$ cat config.mk
export PLATFORM = sky130hd
export DESIGN_NAME = wb_arbiter
export DESIGN_NICKNAME = d
export VERILOG_FILES = /design/src/rtl/wb_arbiter.sv
export SDC_FILE = /design/constraint.sdc
export NUM_CORES = 1
export LEC_CHECK = 0
export ABC_AREA = 1
export BUFFER_PORTS_ARGS = -buffer_cell sky130_fd_sc_hd__buf_2
export CAP_MARGIN = 20
export CORE_MARGIN = 4
export CORE_UTILIZATION = 35
export CTS_BUF_LIST = sky130_fd_sc_hd__clkbuf_4 sky130_fd_sc_hd__clkbuf_8
export DETAILED_ROUTE_END_ITERATION = 16
export GPL_TIMING_DRIVEN = 0
export HOLD_SLACK_MARGIN = 0.03
export PLACE_DENSITY = 0.68
export SETUP_SLACK_MARGIN = 0.4
export SLEW_MARGIN = 20
export SYNTH_ARGS = -nofsm -noshare
export SYNTH_HDL_FRONTEND = slang
export SYNTH_SLANG_ARGS = --single-unit
$ cat constraint.sdc
create_clock -name clk_in -period 3.8 [get_ports clk_in]
set_input_delay 0.57 -clock clk_in [delete_from_list [all_inputs] [get_ports clk_in]]
set_output_delay 0.57 -clock clk_in [all_outputs]
set_load 0.01 [all_outputs]
$ cat src/rtl/wb_arbiter.sv
// wb_arbiter: two-requester round-robin arbiter feeding a single register-file
// write port.
//
// Ports
//   clk_in, rst_in        clock; asynchronous active-high reset
//   arb_en_in             arbitration enable (low = no grants)
//   reqN_valid_in         requester N has a write-back pending (0 = ALU, 1 = load/multi-cycle)
//   reqN_rd_in            requester N destination register
//   reqN_data_in          requester N write data
//   reqN_ready_out        requester N transfer accepted this cycle (combinational)
//   write_en_out          register file write enable (registered)
//   rd_out, data_out      register file destination / data (registered, hold when idle)
//   conflict_cnt_out      saturating count of cycles with both requesters contending
module wb_arbiter #(
   parameter int DATA_W = 64,
   parameter int CNT_W  = 16
) (
   input  logic              clk_in,
   input  logic              rst_in,
   input  logic              arb_en_in,
   input  logic              req0_valid_in,
   input  logic [4:0]        req0_rd_in,
   input  logic [DATA_W-1:0] req0_data_in,
   output logic              req0_ready_out,
   input  logic              req1_valid_in,
   input  logic [4:0]        req1_rd_in,
   input  logic [DATA_W-1:0] req1_data_in,
   output logic              req1_ready_out,
   output logic              write_en_out,
   output logic [4:0]        rd_out,
   output logic [DATA_W-1:0] data_out,
   output logic [CNT_W-1:0]  conflict_cnt_out
);

   localparam int NUM_REQ = 2;

   logic [NUM_REQ-1:0]             req_valid;
   logic [NUM_REQ-1:0][4:0]        req_rd;
   logic [NUM_REQ-1:0][DATA_W-1:0] req_data;
   logic [NUM_REQ-1:0]             grant;
   logic                           last_grant;
   logic                           xfer;
   logic                           sel;
   logic                           contention;

   assign req_valid = {req1_valid_in, req0_valid_in};
   assign req_rd    = {req1_rd_in, req0_rd_in};
   assign req_data  = {req1_data_in, req0_data_in};

   // Grant is purely combinational; reset gates it so nothing is accepted
   // (and nothing recorded) while rst_in is high.
   always_comb begin
      grant = '0;
      if (!rst_in && arb_en_in) begin
         if (&req_valid)
            grant = last_grant ? 2'b01 : 2'b10;  // favour the one not served last
         else
            grant = req_valid;
      end
   end

   assign req0_ready_out = grant[0];
   assign req1_ready_out = grant[1];
   assign xfer           = |grant;
   assign sel            = grant[1];
   assign contention     = !rst_in && arb_en_in && (&req_valid);

   // last_grant resets to 1 so the first tie after reset goes to requester 0.
   always_ff @(posedge clk_in or posedge rst_in) begin
      if (rst_in) begin
         last_grant       <= 1'b1;
         write_en_out     <= 1'b0;
         rd_out           <= '0;
         data_out         <= '0;
         conflict_cnt_out <= '0;
      end else begin
         if (xfer) begin
            last_grant   <= sel;
            // x0 is hardwired zero: accept the transfer but suppress the write
            write_en_out <= (req_rd[sel] != 5'd0);
            rd_out       <= req_rd[sel];
            data_out     <= req_data[sel];
         end else begin
            write_en_out <= 1'b0;
         end
         if (contention && (conflict_cnt_out != {CNT_W{1'b1}}))
            conflict_cnt_out <= conflict_cnt_out + CNT_W'(1);
      end
   end

endmodule

# Yosys cells after proc, flatten, opt, wreduce, memory -nomap -nowiden
# Cells that the tools add are included.
[classes]
addsub = 1
multipliers = 0
div = 0
n_lt_le_gt_ge = 1
n_eq_ne = 1
shifts = 0
mux = 8
bitwise = 0
n_reduce_logical = 7
[ops]
columns = ["op", "count"]
rows = [
  ["$mux 64", 2],
  ["$add 16x1->16 const B", 1],
  ["$ne 16x16->1 const B", 1],
  ["$mux 5", 2],
  ["$mux 2", 3],
  ["$reduce_bool 5->1", 1],
  ["$logic_and 1x1->1", 3],
  ["$lt 1x2->1 const B", 1],
  ["$reduce_and 2->1", 1],
  ["$reduce_or 2->1", 1],
  ["$logic_not 1->1", 1],
  ["$mux 1", 1],
]
[word_totals]
reg_bits = 87
latchBits = 0
mem_bits_rw = 0
rom_bits = 0
in_bits = 143
word_cells = 23
mem_count = 0

# Depth between registers and ports, before layout
# Gate-level depths: netlist (run 1).
[logic_depth]
ltp_word = 7
mapped_depth = 9
depth_no_buf = 8

# Least setup slack after synthesis (run 1)
# Ideal clock, no wire load.
[synth_path]
path_type = "input to output"
startpoint = "in rst_in"
endpoint = "out req1_ready_out"
arrival_time_ns = 3.419
required_ns = 3.230
slack_ns = -0.189
cell_stages = 4
cell_sequence = "inv_1 nand2_1 nor2_2 clkbuf_1"
[synth_via]
elab_chain_len = 3
[synth_lines]
columns = ["item", "line", "text"]
rows = [
  ["start, declared", "19", "input logic rst_in,"],
  ["$logic_not 1->1 (no source line)", "-", ""],
  ["$logic_and 1x1->1", "54", "if (!rst_in && arb_en_in) begin"],
  ["$mux 2", "54", ""],
  ["end, declared", "28", "output logic req1_ready_out,"],
]
# Every way passes these cells.

# Worst setup path after layout (run 1)
# Ends and elaborated chain as after synthesis.

==> flow_summary.toml, run 1 <==
[critical_path]
crit_path_cell_trace = "buf_2, clkinvlp_4, buf_12, nand2_1, nor2_2, clkbuf_1, buf_2"
slowest_stage = "clkinvlp_4"
rrSetupSlack_ns = 2.03
cp_top_family = "buffers and inverters"
startpoint_type = "primary input"
path_buf_inv = 5
crit_fanout = 29
crit_top_cell = "buf_2"
cpPeakStageDelay_ns = 0.44
criticalPathCategory = "primary input to output pin"
endpoint_kind = "output pin"
cp.arrival_ns = 2.44
critPathRequiredTime_ns = 3.23

[timing]
finalCriticalPeriod_ns = 3.01
rsz0062_at_grt = "no"
min_period_over_period_pct = 79.3
max-slew-margin-rel_pct = 56.1
whs_ns = 0.312
clock_skew_ns = 0.00992
tightestPinTransition_ns = 0.658
fmax_mhz = 332
setup_viol = 0
drv_slew = 0
fin_tns_setup_ns = 0
finalHoldViolations = 0

[clock_network]
cts_num_sinks = 87
cts_resized = 0
htree_levels = 3
clk_latency_ns = 0.35
cts_hold_buf = 0
path_clk_slew_ns = 0.08
cts_buffer_depth = 2
cts_buffers = 9
cts_tree = "built"
cts-root-buf = "clkbuf_8"
cts_setup_buffers = 0

[synth]
synth_seq_area_share_pct = 52.9
synth.distinct_cells = 25
syn_avg_cell_area_um2 = 7.75
ys_ff_latch = 87
synth_cells = 532
syn_nets = 676
yosysWarnings = 0
netlist_area_um2 = 4120

[grt]
grt_max_degree = 34
groute.usage.overall_pct = 19.8
grt_pass1_vias = 4035
grt_pass1_wl_mm = 20.8
antenna_found_initial = 1
grt_remaining_overflow = 0

[job]
drv_cap = 0

[place]
gp_congestion = 0.828
dp_hpwl_mm = 10.7
port_buffers = 230

[layout]
final_util_pct = 49.4
nNetsFinal = 919
synthToLayoutAreaGrowth_pct = 37.5
drive_above_1_share_pct = 35.4

[power_and_ir_drop]
p_leak_uw = 0.00315
irDropWorstVdd_mv = 0.203
power.density_nw_per_um2 = 435

[floorplan]
num_io_pins = 231
core_um2 = 11500
start_util_pct = 35.9
fp.dieArea_um2 = 13600
die_w_um = 117
die_h_um = 117
placementRows = 39

[routing]
first_pass_iters = 4
ant_nets = 0
via_per_inst = 4.61
vias = 4253
post_drt_wl_per_cell_um = 14.5
drt_iter0_markers = 204
drc = 0
wl_mm = 13.4

[run_status]
status = "finished clean"

[hold_path]
hold_path.class = "primary input to asynchronous set/reset pin"
-- stage by stage --
step,cells,instance area (um2),setup WS [ns],total power [uW]
final,923,5670,0.786,2460
after global routing,922,5660,0.484,2630
after CTS,922,5660,0.700,2510
after detailed placement,907,5500,0.703,1920
after global placement,905,5460,-0.411,1900
after floorplan,532,4130,0.712,1560
-- cell type report --
type	instances	area, um2
Fill cell	1185	5800
Sequential cell	87	2180
Multi-Input combinational cell	401	1740
Timing Repair Buffer	232	1190
Tap cell	143	179
Clock buffer	11	145
Buffer	24	129
Inverter	20	82.6
Clock inverter	4	22.5
Antenna cell	1	2.50
-- logic make-up (layout without fill, tap and decap cells) --
logic type,count (synthesis),count (layout),share of synthesized area [%]
AOI/OAI and AO/OA,14,14,2.09
adders and majority gates,1,1,0.304
and+or+nand+nor,376,376,37.6
other,0,1,0
buffers and inverters,44,291,5.04
DFF,87,87,52.9
xor gates and xnor gates,10,10,2.13
-- routing by layer --
metal  global-route usage [%]  part of all wire (%)  routed length [um]  up-vias
met5                        0                  0.10                  14        -
met3                     7.20                   9.4                1260       11
met1                     23.9                    39                5190     1930
met2                     34.4                    51                6800      150
li1                         -                     -                   -     2160
met4                     3.94                  0.74                  99        2
-- power by group --
part	switching (uW)	internal, uW
clock network	322	256
logic	377	289
registers	111	1110
-- worst paths after layout --
| check | cells past startpoint | start | endpoint |
|---|---|---|---|
| setup / recovery | 7 | rst_in | req1_ready_out |
| hold / removal | 2 | rst_in | conflict_cnt_out[11] |
| setup reg to reg | 9 | conflict_cnt_out[1] | conflict_cnt_out[7] |
| hold reg to reg | 2 | data_out[7] | data_out[7] |
| max in group asynchronous | 4 | rst_in | data_out[27] |
| min in group clk_in | 3 | req0_data_in[16] | data_out[16] |
-- cells in the final DEF (no fill, tap or decap), drive strengths merged --
master	count
ha	1
diode	1
o21bai	2
o21ai	12
nand2	278
xnor2	8
nor2	17
nand3	72
nor3	3
inv	18
clkbuf	16
clkinvlp	2
nand4	5
nand3b	1
clkinv	4
dfrtp	86
xor2	2
buf	251
dfstp	1
-- synthesized netlist by cell type --
cell type	n	area (um2)
o21ai_0	11	55.1
nor3_1	3	15.0
o21bai_1	2	15.0
nand3b_1	1	7.51
ha_1	1	12.5
o21ai_4	1	16.3
clkinv_2	1	5.00
clkbuf_1	5	18.8
dfstp_2	1	26.3
buf_2	16	80.1
xor2_1	2	17.5
inv_1	18	67.6
nand4_1	5	31.3
inv_4	1	6.26
dfrtp_1	86	2150
nand2_2	1	6.26
xnor2_1	8	70.1
nand2_1	276	1040
buf_4	1	7.51
buf_6	2	22.5
nor2_1	14	52.6
nor2_4	2	22.5
nor2_2	1	6.26
nand3_1	72	360
nand2_4	1	11.3
-- sequential cells by signal, summed over array words and instances, names as in the netlist --
signal	flops
last_grant	1
write_en_out	1
data_out	64
conflict_cnt_out	16
rd_out	5
No activity file was read; power rests on OpenSTA's default activity.
==> inputs of run 2 (changes only) <==
==> constraint.sdc (replaced) <==
create_clock -name clk_in -period 2.75 [get_ports clk_in]
set_input_delay 0.4125 -clock clk_in [delete_from_list [all_inputs] [get_ports clk_in]]
set_output_delay 0.4125 -clock clk_in [all_outputs]
set_load 0.01 [all_outputs]
==> flow_summary.toml, run 2 (same netlist as run 1, synthesis figures left out) <==
[timing]
min_period_over_period_pct = 76.6
setup_viol = 0
fmax_mhz = 474
max-slew-margin-rel_pct = 66.9
whs_ns = 0.126
clock_skew_ns = 0.00732
drv_slew = 0
fin_tns_setup_ns = 0
rsz0062_at_grt = "no"
finalCriticalPeriod_ns = 2.11
finalHoldViolations = 0
tightestPinTransition_ns = 0.497

[layout]
synthToLayoutAreaGrowth_pct = 40.6
multi_input_area_um2 = 1740
layout.cells.most_common = "nand2_1"
ff_latch_area_um2 = 2180
regMostFlops = "data_out"
mostFrequentLayoutCells = "275 x nand2_1, 241 x buf_2, 86 x dfrtp_1, 72 x nand3_1, 17 x inv_1"
largest_reg_flops = 64
reg.largest.list = "data_out x64, conflict_cnt_out x16, rd_out x5"
drive_above_1_share_pct = 35.9
nFillCells = 1170
nNetsFinal = 921
final_util_pct = 50.5

[floorplan]
die_w_um = 117
fp.dieArea_um2 = 13600
core_um2 = 11500
placementRows = 39
num_io_pins = 231
die_h_um = 117
start_util_pct = 35.9

[critical_path]
critPathRequiredTime_ns = 2.34
endpoint_kind = "output pin"
crit_fanout = 10
startpoint_type = "register"
cp.arrival_ns = 1.69
criticalPathCategory = "register to output pin"

[grt]
grt_pass1_vias = 4124
groute.usage.overall_pct = 20.1
grt_pass1_wl_mm = 20.8
grt_max_degree = 34
grt_remaining_overflow = 0
antenna_found_initial = 0

[clock_network]
path_clk_slew_ns = 0.09
cts_tree = "built"
cts_buffers = 9
htree_levels = 3
cts_buffer_depth = 2
clk_latency_ns = 0.37
cts_num_sinks = 87
cts-root-buf = "clkbuf_8"

[routing]
first_pass_iters = 4
drt_iter0_markers = 220
vias = 4286
drc = 0
via_per_inst = 4.63
post_drt_wl_per_cell_um = 14.4
wl_mm = 13.4
ant_nets = 0

[place]
gp_congestion = 0.836
port_buffers = 230
dp_hpwl_mm = 10.6

[power_and_ir_drop]
p_leak_uw = 0.00320
irDropWorstVdd_mv = 0.361
power.density_nw_per_um2 = 634

[run_status]
status = "finished clean"

[job]
drv_cap = 0

[hold_path]
hold_path.class = "primary input to asynchronous set/reset pin"
==> run 2: cell type report <==
class	instances	area share, %
diodes	1	0.0432
clock inverters	4	1.32
clock buffers	12	2.74
multi-input cells	401	30.1
well taps	143	3.09
inverters	20	1.43
plain buffers	24	2.63
repair buffers	234	21.1
flip-flops and latches	87	37.6
==> run 2: through the flow <==
stage | total power, uW | instances | setup slack [ns] | area [um2]
2_1_floorplan | 2160 | 532 | 0.0671 | 4160
3_3_place_gp | 2640 | 905 | -0.932 | 5490
3_5_place_dp | 2660 | 908 | 0.626 | 5550
4_1_cts | 3730 | 925 | 0.604 | 5790
5_1_grt | 3910 | 925 | 0.529 | 5790
6_report | 3680 | 926 | 0.643 | 5790
==> run 2: worst paths after layout <==
check	startpoint	to	slack [ns]	cells past startpoint
max	last_grant	req0_ready_out	0.64	6
min	rst_in	conflict_cnt_out[13]	0.13	3
max reg2reg	conflict_cnt_out[0]	conflict_cnt_out[4]	0.99	9
min reg2reg	data_out[9]	data_out[9]	0.48	2
max in group asynchronous	rst_in	conflict_cnt_out[5]	2.00	3
min in group clk_in	req0_data_in[57]	data_out[57]	0.25	3
==> run 2: worst max-delay path, cell delays in order (launching register included) <==
cell,delay [ns]
dfstp_2,0.53
inv_1,0.05
nand2_1,0.05
nand3_1,0.10
inv_1,0.13
clkbuf_2,0.28
buf_2,0.19
==> run 2: report_power, final <==
| part | switching, uW | leakage (uW) | total (uW) | internal, uW |
|---|---|---|---|---|
| clock | 484 | 0.000117 | 1060 | 576 |
| combinational | 524 | 0.00201 | 931 | 407 |
| sequential | 152 | 0.00108 | 1690 | 1530 |
| total | 1160 | 0.00320 | 3680 | 2520 |
==> run 2: layer usage <==
metal	GRT usage (%)	routed length, um	up-vias
li1	-	-	2159
met1	23.6	5190	1945
met2	33.5	6660	159
met3	7.62	1210	23
met4	7.27	290	0
met5	0	0	-
==> run 2: repair_timing <==
item / in CTS / in global routing
hold buffers: 1 / 0
hold endpoints to repair: 4 / 0
setup endpoints to repair: 1 / 0
gates resized for setup: 1 / 0
setup buffers: 0 / 0
